$ cat config.mk
export PLATFORM = sky130hd
export DESIGN_NAME = clkmeter
export DESIGN_NICKNAME = d
export VERILOG_FILES = /design/src/rtl/clkmeter_pkg.sv /design/src/rtl/clkmeter_sync.sv /design/src/rtl/clkmeter.sv
export SDC_FILE = /design/constraint.sdc
export NUM_CORES = 1
export LEC_CHECK = 0
export CORE_MARGIN = 4
export CORE_UTILIZATION = 43
export DETAILED_ROUTE_END_ITERATION = 10
export DONT_BUFFER_PORTS = 1
export PLACE_DENSITY = 0.64
export SLEW_MARGIN = 20
export SYNTH_ARGS = -nofsm -noshare
export SYNTH_HDL_FRONTEND = slang
export SYNTH_SLANG_ARGS = --single-unit
export TNS_END_PERCENT = 50
$ cat constraint.sdc
create_clock -name clock -period 3.9 [get_ports clock]
set_input_delay 0.39 -clock clock [delete_from_list [all_inputs] [get_ports clock]]
set_output_delay 0.39 -clock clock [all_outputs]
set_load 0.03 [all_outputs]
$ cat src/rtl/clkmeter_pkg.sv
// Shared types and elaboration-time helpers for the clkmeter strobe-rate meter.
package clkmeter_pkg;

    typedef enum logic [0:0] {
        IDLE = 1'b0,
        GATE = 1'b1
    } clkmeter_state_t;

    function automatic int clkmeter_expected(int from, int rate, int window);
        return int'((longint'(rate) * longint'(window)) / longint'(from));
    endfunction

    function automatic int clkmeter_width(int window);
        return $clog2(window + 1);
    endfunction

endpackage

$ cat src/rtl/clkmeter_sync.sv
// Two-flop synchronizer for an asynchronous strobe; instantiated by clkmeter only
// when CLKMETER_SYNC_EN is defined.
module clkmeter_sync (
    input  logic clock,
    input  logic reset,
    input  logic d_i,
    output logic q_o
);
    logic meta_q;
    logic sync_q;

    // Metastability filter: two back-to-back flops cleared by reset.
    always_ff @(posedge clock) begin
        if (reset) begin
            meta_q <= 1'b0;
            sync_q <= 1'b0;
        end else begin
            meta_q <= d_i;
            sync_q <= meta_q;
        end
    end

    assign q_o = sync_q;

endmodule

$ cat src/rtl/clkmeter.sv
// Strobe-rate meter: counts strobe rising edges over back-to-back gate windows and
// publishes count/lock/ovf with a valid/ack handshake. CLKMETER_SYNC_EN adds an input synchronizer.
module clkmeter
    import clkmeter_pkg::*;
#(
    parameter int  From      = 50000000,
    parameter int  Rate      = 1000000,
    parameter int  Window    = 1024,
    parameter int  Tolerance = 1,
    localparam int Width     = clkmeter_width(Window)
) (
    input  logic             clock,
    input  logic             reset,
    input  logic             ckena,
    input  logic             strobe,
    output logic [Width-1:0] count,
    output logic             valid,
    input  logic             ack,
    output logic             lock,
    output logic             ovf,
    output logic             lost
);
    localparam int               Expected = clkmeter_expected(From, Rate, Window);
    localparam logic [Width-1:0] AccMax   = {Width{1'b1}};
    localparam logic [Width-1:0] LastGate = Width'(Window - 1);

    logic             strobe_s;
    logic             edge_s;
    logic             publish_s;
    int               diff_s;
    logic [Width-1:0] acc_d;
    logic             sat_d;
    logic             lock_d;

    clkmeter_state_t  state_q;
    logic             strobe_q;
    logic [Width-1:0] acc_q;
    logic [Width-1:0] gcnt_q;
    logic             sat_q;
    logic [Width-1:0] count_q;
    logic             valid_q;
    logic             lock_q;
    logic             ovf_q;
    logic             lost_q;

`ifdef CLKMETER_SYNC_EN
    clkmeter_sync u_sync (
        .clock (clock),
        .reset (reset),
        .d_i   (strobe),
        .q_o   (strobe_s)
    );
`else
    assign strobe_s = strobe;
`endif

    assign edge_s    = strobe_s & ~strobe_q;
    assign publish_s = (state_q == GATE) && ckena && (gcnt_q == LastGate);

    // Accumulator next value including this cycle's edge, with saturation and lock compare.
    always_comb begin
        acc_d  = acc_q;
        sat_d  = sat_q;
        lock_d = 1'b0;
        diff_s = 0;
        if (edge_s) begin
            if (acc_q == AccMax) begin
                sat_d = 1'b1;
            end else begin
                acc_d = acc_q + Width'(1'b1);
            end
        end else begin
            acc_d = acc_q;
        end
        diff_s = int'(acc_d) - Expected;
        lock_d = (diff_s <= Tolerance) && (diff_s >= -Tolerance);
    end

    // Gate FSM, accumulator, published result and handshake flags.
    always_ff @(posedge clock) begin
        if (reset) begin
            state_q  <= IDLE;
            strobe_q <= 1'b0;
            acc_q    <= {Width{1'b0}};
            gcnt_q   <= {Width{1'b0}};
            sat_q    <= 1'b0;
            count_q  <= {Width{1'b0}};
            valid_q  <= 1'b0;
            lock_q   <= 1'b0;
            ovf_q    <= 1'b0;
            lost_q   <= 1'b0;
        end else begin
            strobe_q <= strobe_s;
            case (state_q)
                IDLE: begin
                    acc_q  <= {Width{1'b0}};
                    gcnt_q <= {Width{1'b0}};
                    sat_q  <= 1'b0;
                    if (ckena) begin
                        state_q <= GATE;
                    end
                end
                GATE: begin
                    if (!ckena) begin
                        state_q <= IDLE;
                        acc_q   <= {Width{1'b0}};
                        gcnt_q  <= {Width{1'b0}};
                        sat_q   <= 1'b0;
                    end else if (gcnt_q == LastGate) begin
                        count_q <= acc_d;
                        lock_q  <= lock_d;
                        ovf_q   <= sat_d;
                        acc_q   <= {Width{1'b0}};
                        gcnt_q  <= {Width{1'b0}};
                        sat_q   <= 1'b0;
                    end else begin
                        acc_q  <= acc_d;
                        sat_q  <= sat_d;
                        gcnt_q <= gcnt_q + Width'(1'b1);
                    end
                end
                default: begin
                    state_q <= IDLE;
                end
            endcase
            // A coincident ack consumes the old result; the new one stays pending.
            if (publish_s) begin
                valid_q <= 1'b1;
                if (valid_q && !ack) begin
                    lost_q <= 1'b1;
                end
            end else if (ack && valid_q) begin
                valid_q <= 1'b0;
                lost_q  <= 1'b0;
            end
        end
    end

    assign count = count_q;
    assign valid = valid_q;
    assign lock  = lock_q;
    assign ovf   = ovf_q;
    assign lost  = lost_q;

endmodule

## Yosys cells after proc, flatten, opt, wreduce, memory -nomap -nowiden

Index checks and enable logic that the tools add are counted.

- Mux-type cells: 18
- $lt $le $gt $ge: 2
- Bitwise logic cells: 3
- Reduce and logical (&&, ||, !) cells: 9
- Eq/ne operators: 3
- Add/subtract/negate cells: 3

Operators by type and width:

| kind | count |
|---|---|
| $mux 11 | 6 |
| $pmux 11 s2 | 2 |
| $add 11x1->11 const B | 2 |
| $ge 12x1->1 const B | 1 |
| $le 12x2->1 const B | 1 |
| $sub 11x5->12 const B | 1 |
| $eq 11x10->1 const B | 1 |
| $eq 11x11->1 const B | 1 |
| $mux 1 | 9 |
| $logic_and 1x1->1 | 5 |
| $reduce_and 3->1 | 1 |
| $ne 2x1->1 const B | 1 |
| $not 1->1 | 2 |
| $pmux 1 s2 | 1 |
| $reduce_and 2->1 | 1 |
| $reduce_bool 2->1 | 1 |
| $and 1x1->1 | 1 |
| $logic_not 1->1 | 1 |

- Flip-flop bits (word level): 40
- Output and inout port bits: 15
- Input port bits: 5
- Word-level logic and storage cells: 48

## Logic depth before layout (Yosys ltp)

Gate-level depths: netlist of run 1.

- Depth in word-level cells: 6
- Mapped depth: 7
- Mapped depth without buffers: 7

## Worst setup path before layout of run 1

No wires, ideal clock.

- Kind: reg-to-reg
- From: reg acc_q[0]
- To: reg lock_q (netlist: lock)
- Setup slack: 1.867 ns
- Required time: 3.831 ns
- Period minus slack after synthesis: 2.033 ns
- Stages on the path, launching flop included: 8
- Path buffers: 0
- Arrival time: 1.964 ns
- Library setup time: 0.069 ns
- Cell sequence: dfxtp_1 -> ha_1 -> nand2_1 -> or4_4 -> mux2_4 -> nor4_2 -> o2111ai_1 -> o21ai_1

- Cells in the longest elaborated chain, start to end: 6
- Elaborated cells on any way between the ends: 8
- Those cells by class: add/sub: 2; order compare: 2; eq/ne: 1; mux: 2; reduce/logical: 1

Ends and longest elaborated chain:

| item | line | RTL |
|---|---|---|
| start, declared | clkmeter.sv:37 | `logic [Width-1:0] acc_q;` |
| start signal, assigned | clkmeter.sv:84 | `acc_q <= {Width{1'b0}};` |
| start signal, assigned | clkmeter.sv:96 | `acc_q <= {Width{1'b0}};` |
| start signal, assigned | clkmeter.sv:106 | `acc_q <= {Width{1'b0}};` |
| $add 11x1->11 / $eq 11x11->1 (equally long branches) | clkmeter.sv:70, clkmeter.sv:67 |  |
| $mux 11 | clkmeter.sv:67 | `if (acc_q == AccMax) begin` |
| $mux 11 (*) | clkmeter.sv:66 | `if (edge_s) begin` |
| $sub 11x5->12 (*) | clkmeter.sv:75 | `diff_s = int'(acc_d) - Expected;` |
| $le 12x2->1 / $ge 12x1->1 (equally long branches) | clkmeter.sv:76 | `lock_d = (diff_s <= Tolerance) && (diff_s >= -Tolerance);` |
| $logic_and 1x1->1 (*) | clkmeter.sv:76 |  |
| end signal, assigned | clkmeter.sv:111 | `lock_q <= lock_d;` |
| end, declared | clkmeter.sv:42 | `logic lock_q;` |

Mark *: on every way between the ends. The rest lies on a longest branch, timed or not.
A chain may end at the register's enable or synchronous reset.

## Worst setup path after layout of run 1

Ends and elaborated chain as after synthesis.

==> qor.yml, run 1 <==
clocking:
  clock-root-buffer: "clkbuf_8"
  numCtsBuffers: 5
  cts.sinks: 40
  cts_buffer_depth: 2
  clk_pin_slew_worst_paths_ps: 70
  cts_tree: "yes"
  htree_levels: 2
  cts_resized: 0
  hold_buffers: 0
  insertion_delay_ps: 290
  post-cts-setup-buffer-count: 0
die:
  core-area_um2: 4030
  initial_core_util: 0.447
  die_area_um2: 5290
  die_w_um: 72.7
  die_y_um: 72.7
  rows: 23
  io_pins: 20
finish:
  nFillCells: 397
  drive_above_1_share: 0.0683
  final_cell_mix: "dfxtp_1 (40), nor2_1 (39), nand2_1 (17)"
  antenna_cells: 0
  multi_input_area_um2: 960
  fin_area_um2: 1920
  area.sequential_um2: 801
  area_growth_pct: 6.46
  nets: 211
  instances_no_fill: 255
  final_util: 0.476
  layout_commonest_cell: "dfxtp_1"
power_and_ir_drop:
  leakage_nw: 0.652
  seqPwrFrac: 0.581
  p_total_uw: 707
  p_comb_frac: 0.017
  power_density_nw_per_um2: 369
  p_int_uw: 559
  ir_worst_vdd_uv: 176
  power.switching_uw: 148
  clockPowerShare: 0.402
  switching_share: 0.209
place:
  placed_area_um2: 1830
  gp_congestion: 0.842
  io_buffers: 0
  place_inst: 247
  dp_slack_ps: 1590
  dpl.hpwl_um: 2490
timing:
  max_slew.worst_pin.slew_ps: 1050
  timing.final.max_slew_violations: 0
  min_period_ps: 2330
  slew_headroom: 0.294
  clock.fmax_mhz: 429
  finClkSkew_ps: 4.26
  fin_ws_ps: 1570
  hold_violations: 0
  fin_crit_sh: 0.597
  tns_ps: 0
  setup_violations: 0
  grt_setup_unrepaired: "false"
  holdWs_ps: 163
yosys:
  synthSimpleGateAreaFrac: 0.319
  yosysWarnings: 0
  synth_adder_area_share: 0.0139
  synth_mux_area_frac: 0.0250
  yosysSeqAreaShare: 0.445
  syn_avg_cell_area_um2: 8.74
  synthCells: 206
  synth_seq_cells: 40
  async_flop_share: 0
  synth_fp_nets: 213
  synth_compound_area_frac: 0.104
  synthDistinctLibCells: 42
  synth_xor_area_frac: 0.0681
  synth_top_family_by_area: "simple AND/OR/NAND/NOR gates"
  synth_flop_cell: "dfxtp_1"
  syn-cell-area_um2: 1800
  synth-edff-count: 0
route:
  firstDrtPassIters: 4
  wl_um: 3650
  via_count: 1378
  antenna_left: 0
  route.detailed.drc: 0
  via_per_inst: 5.40
  drtIter0Drc: 101
  wire_per_inst_um: 14.3
global_route:
  grt_use_total: 0.151
  grt_start_max_net_pins: 20
  grt_pass1_vias: 1295
  overflow: 0
  antenna_found_initial: 0
  grt_pass1_wl_um: 6190
min_path:
  worstHoldPathType: "input port to register"
worst_setup_path:
  critPathArrivalTime_ps: 2560
  path_max_fanout: 6
  cp_data_required_time_ps: 4130
  path_class: "register to register"
  cp-start-kind: "register"
  end_kind: "register"
status:
  outcome: "complete, no violations"
run:
  cap_violations: 0
synthesized netlist by cell type, drive strengths merged, types with 2 or more instances:
master   count  share of area
a211oi      10          0.042
a21oi        6          0.017
and3         8          0.028
buf          5          0.014
clkbuf       4         0.0090
dfxtp       40           0.44
ha           2          0.014
mux2i        3          0.017
nand2       17          0.035
nand2b       2          0.011
nand3        7          0.019
nand3b       3          0.013
nand4        8          0.031
nor2        39          0.081
nor2b        6          0.021
nor3         4          0.011
nor3b        3          0.013
nor4         2          0.010
o2111ai      2         0.0097
o21ai        3         0.0083
or3          4          0.014
or4          2          0.010
xnor2        5          0.024
xor2         9          0.044
cell type report:
cell class	count	area share
clock buffers	8	0.0470
inverters	1	0.00196
multi-input cells	156	0.501
flip-flops and latches	40	0.418
well taps	50	0.0326
kinds of logic after synthesis:
kind of cell	count (synthesis)
AND/OR/NAND/NOR	109
flip-flops	40
AO/OA/AOI/OAI	27
XOR/XNOR	14
buffers and inverters	10
multiplexers	4
adder cells (fa/ha/maj)	2
critical path, cell delays in order (launching register included):
cell and delay (ps):
dfxtp_1 450, ha_1 270, nand2_1 130, or4_4 510, mux2_4 330, nor4_2 260, o2111ai_1 180, o21ai_1 140
power by group through the flow:
stage	Combinational, mW	Sequential (mW)	Clock [mW]
after floorplan	0.0124	0.420	0
after global placement	0.0122	0.420	0
after detailed placement	0.0120	0.420	0
after CTS	0.0122	0.411	0.289
after global routing	0.0136	0.411	0.309
final	0.0122	0.411	0.284
final timing paths:
path                                end  depth (start not counted)  slack [ps]      from
worst max-delay path               lock                          7        1570  acc_q[0]
worst min-delay path            state_q                          1         160     reset
worst max register to register     lock                          7        1570  acc_q[0]
worst min register to register    sat_q                          2         470     sat_q
layer usage:
metal | global-route usage | wire [µm]
met5 | 0 | 0
met4 | 0.0553 | 53
met3 | 0.0565 | 231
met2 | 0.218 | 1550
met1 | 0.205 | 1810
Note: power is estimated with default switching activity, not from simulation.
==> run 2: changes to the inputs <==
- clock period: 3.9 -> 2.42 ns (I/O delays scaled with it)
==> run 2 against run 1 <==
  * Count of clock-buffer cells in the layout fell by 2
  * First-iteration DRC count rose by 34%
  * Via count rose by 5.9%
  * Global-route usage rose by 0.90 points
  * Final area rose by 3.7%
  * Highest routed layer unchanged
  * Critical path depth did not move
  * Wire length rose by 4.5%
  * Largest cell class unchanged
  * Worst hold slack got worse by 160 ps
  * Sequential power rose by 61%
  * Register-to-register slack got worse by 1400 ps
  * Clock skew rose by 2.5 ps
  * Non-clock buffer count rose by 8
==> qor.yml, run 2 (synthesized netlist as in run 1, its figures left out) <==
status:
  outcome: "complete, no violations"
timing:
  max_slew.worst_pin.slew_ps: 568  # -485 ps
  finClkSkew_ps: 6.73  # +2.47 ps
  hold_violations: 0  # unchanged
  slew_headroom: 0.620  # +0.326
  setup_violations: 0  # unchanged
  min_period_ps: 2200  # -130 ps
  timing.final.max_slew_violations: 0  # unchanged
  grt_setup_unrepaired: "false"
  fin_crit_sh: 0.909  # +0.311
  tns_ps: 0  # unchanged
  clock.fmax_mhz: 455  # +5.9%
finish:
  final_util: 0.493  # +0.0174
  antenna_cells: 0  # unchanged
  final_cell_mix: "dfxtp_1 (40), nor2_1 (39), nand2_1 (17)"
  nFillCells: 396  # -0.25%
  instances_no_fill: 263  # +3.1%
  nets: 219  # +3.8%
  area.sequential_um2: 801  # unchanged
  drive_above_1_share: 0.0986  # +0.0303
  multi_input_area_um2: 960  # unchanged
  layout_commonest_cell: "dfxtp_1"
  area_growth_pct: 10.4
worst_setup_path:
  path_max_fanout: 6  # unchanged
  cp_data_required_time_ps: 2660  # -1470 ps
  end_kind: "register"
  path_buf_inv: 0  # unchanged
  slowest_stage: "or4_4"
  path_class: "register to register"
  max_stage_delay_ps: 500  # about the same
  crit_chain: "ha_1, nand2_1, or4_4, mux2_4, nor4_2, o2111ai_1, o21ai_1"
  path_delay_family: "simple AND/OR/NAND/NOR gates"
  critPathArrivalTime_ps: 2440  # -120 ps
  cp-start-kind: "register"
global_route:
  antenna_found_initial: 0  # unchanged
  overflow: 0  # unchanged
  grt_use_total: 0.160  # +0.00898
  grt_pass1_wl_um: 6380  # +3.0%
  grt_start_max_net_pins: 15  # -25%
  grt_pass1_vias: 1340  # +3.5%
route:
  drtIter0Drc: 135  # +34%
  firstDrtPassIters: 4  # unchanged
  via_count: 1459  # +5.9%
  wl_um: 3810  # +4.5%
  antenna_left: 0  # unchanged
  wire_per_inst_um: 14.5  # +1.3%
  wl_met2_um: 1680  # +8.1%
  via_per_inst: 5.55  # +2.7%
  wl_met1_um: 1770  # -2.5%
  highest_layer: "met4"
  wl_met3_um: 294  # +27%
  route.detailed.drc: 0  # unchanged
die:
  rows: 23  # unchanged
  die_w_um: 72.7  # unchanged
  die_area_um2: 5290  # unchanged
  die_y_um: 72.7  # unchanged
  initial_core_util: 0.447  # unchanged
  core-area_um2: 4030  # unchanged
  io_pins: 20  # unchanged
run:
  cap_violations: 0  # unchanged
power_and_ir_drop:
  seqPwrFrac: 0.575  # -0.006
  power_density_nw_per_um2: 580  # +57%
  clockPowerShare: 0.399  # -0.003
  p_int_uw: 901  # +61%
  leakage_nw: 0.695  # +6.6%
  power.switching_uw: 251  # +69%
  p_comb_frac: 0.026  # +0.009
  p_total_mw: 1.15  # +63%
  ir_worst_vdd_uv: 333  # +90%
  switching_share: 0.218  # +0.00832
clocking:
  cts_tree: "yes"
  post-cts-setup-buffer-count: 0  # unchanged
  clk_pin_slew_worst_paths_ps: 80  # about the same
  numCtsBuffers: 5  # unchanged
  cts.sinks: 40  # unchanged
  htree_levels: 2  # unchanged
  insertion_delay_ps: 300  # about the same
  cts_buffer_depth: 2  # unchanged
  clock-root-buffer: "clkbuf_8"
place:
  io_buffers: 0  # unchanged
  place_inst: 252  # +2.0%
  gp_congestion: 0.841  # about the same
  dpl.hpwl_um: 2690  # +8.2%
min_path:
  worstHoldPathType: "input port to register"
## run 2: cell types whose count changed in the layout (fill, tap and decap cells not counted), sizes merged
cell,before,now
buf,0,5
dlygate4sd3,0,3
clkbuf,8,6
clkinv,0,2
## run 2: cell type report
| class | instances | share of cell area |
|---|---|---|
| Clock inverter | 2 | 0.00504 |
| Inverter | 1 | 0.00189 |
| Clock buffer | 6 | 0.0416 |
| Multi-Input combinational cell | 156 | 0.483 |
| Sequential cell | 40 | 0.403 |
| Timing Repair Buffer | 8 | 0.0340 |
| Tap cell | 50 | 0.0315 |
## run 2: worst paths after layout
path,from,to,slack [ps],depth (start not counted)
worst max-delay path,acc_q[0],lock,220,7
worst min-delay path,reset,count[6],4,1
worst max register to register,acc_q[0],lock,220,7
worst min register to register,sat_q,sat_q,470,2
## run 2: metrics by stage
stage                     hold WS (ps)  worst slack [ps]  cell area, µm²
final                             4.05               221            1990
after global routing              1.05              98.5            1990
after CTS                        0.832               224            1980
after detailed placement           318               245            1860
after global placement             317               308            1860
after floorplan                    370               387            1800
## run 2: routing by layer
metal	up-vias	global-route usage
met5	-	0
met4	0	0.0922
met3	9	0.0523
met2	40	0.238
met1	667	0.202
li1	743	-
## run 2: repair_timing
| item | in CTS | in global routing |
|---|---|---|
| gates resized for setup | 0 | 0 |
| hold endpoints to repair | 13 | 1 |
| hold buffers | 2 | 1 |
## run 2: power by group through the flow
stage          Clock [mW]  Combinational [mW]  Sequential (mW)
6_report            0.459              0.0304            0.662
5_1_grt             0.495              0.0336            0.662
4_1_cts             0.473              0.0288            0.662
3_5_place_dp            0              0.0222            0.677
3_3_place_gp            0              0.0223            0.677
2_1_floorplan           0              0.0200            0.677
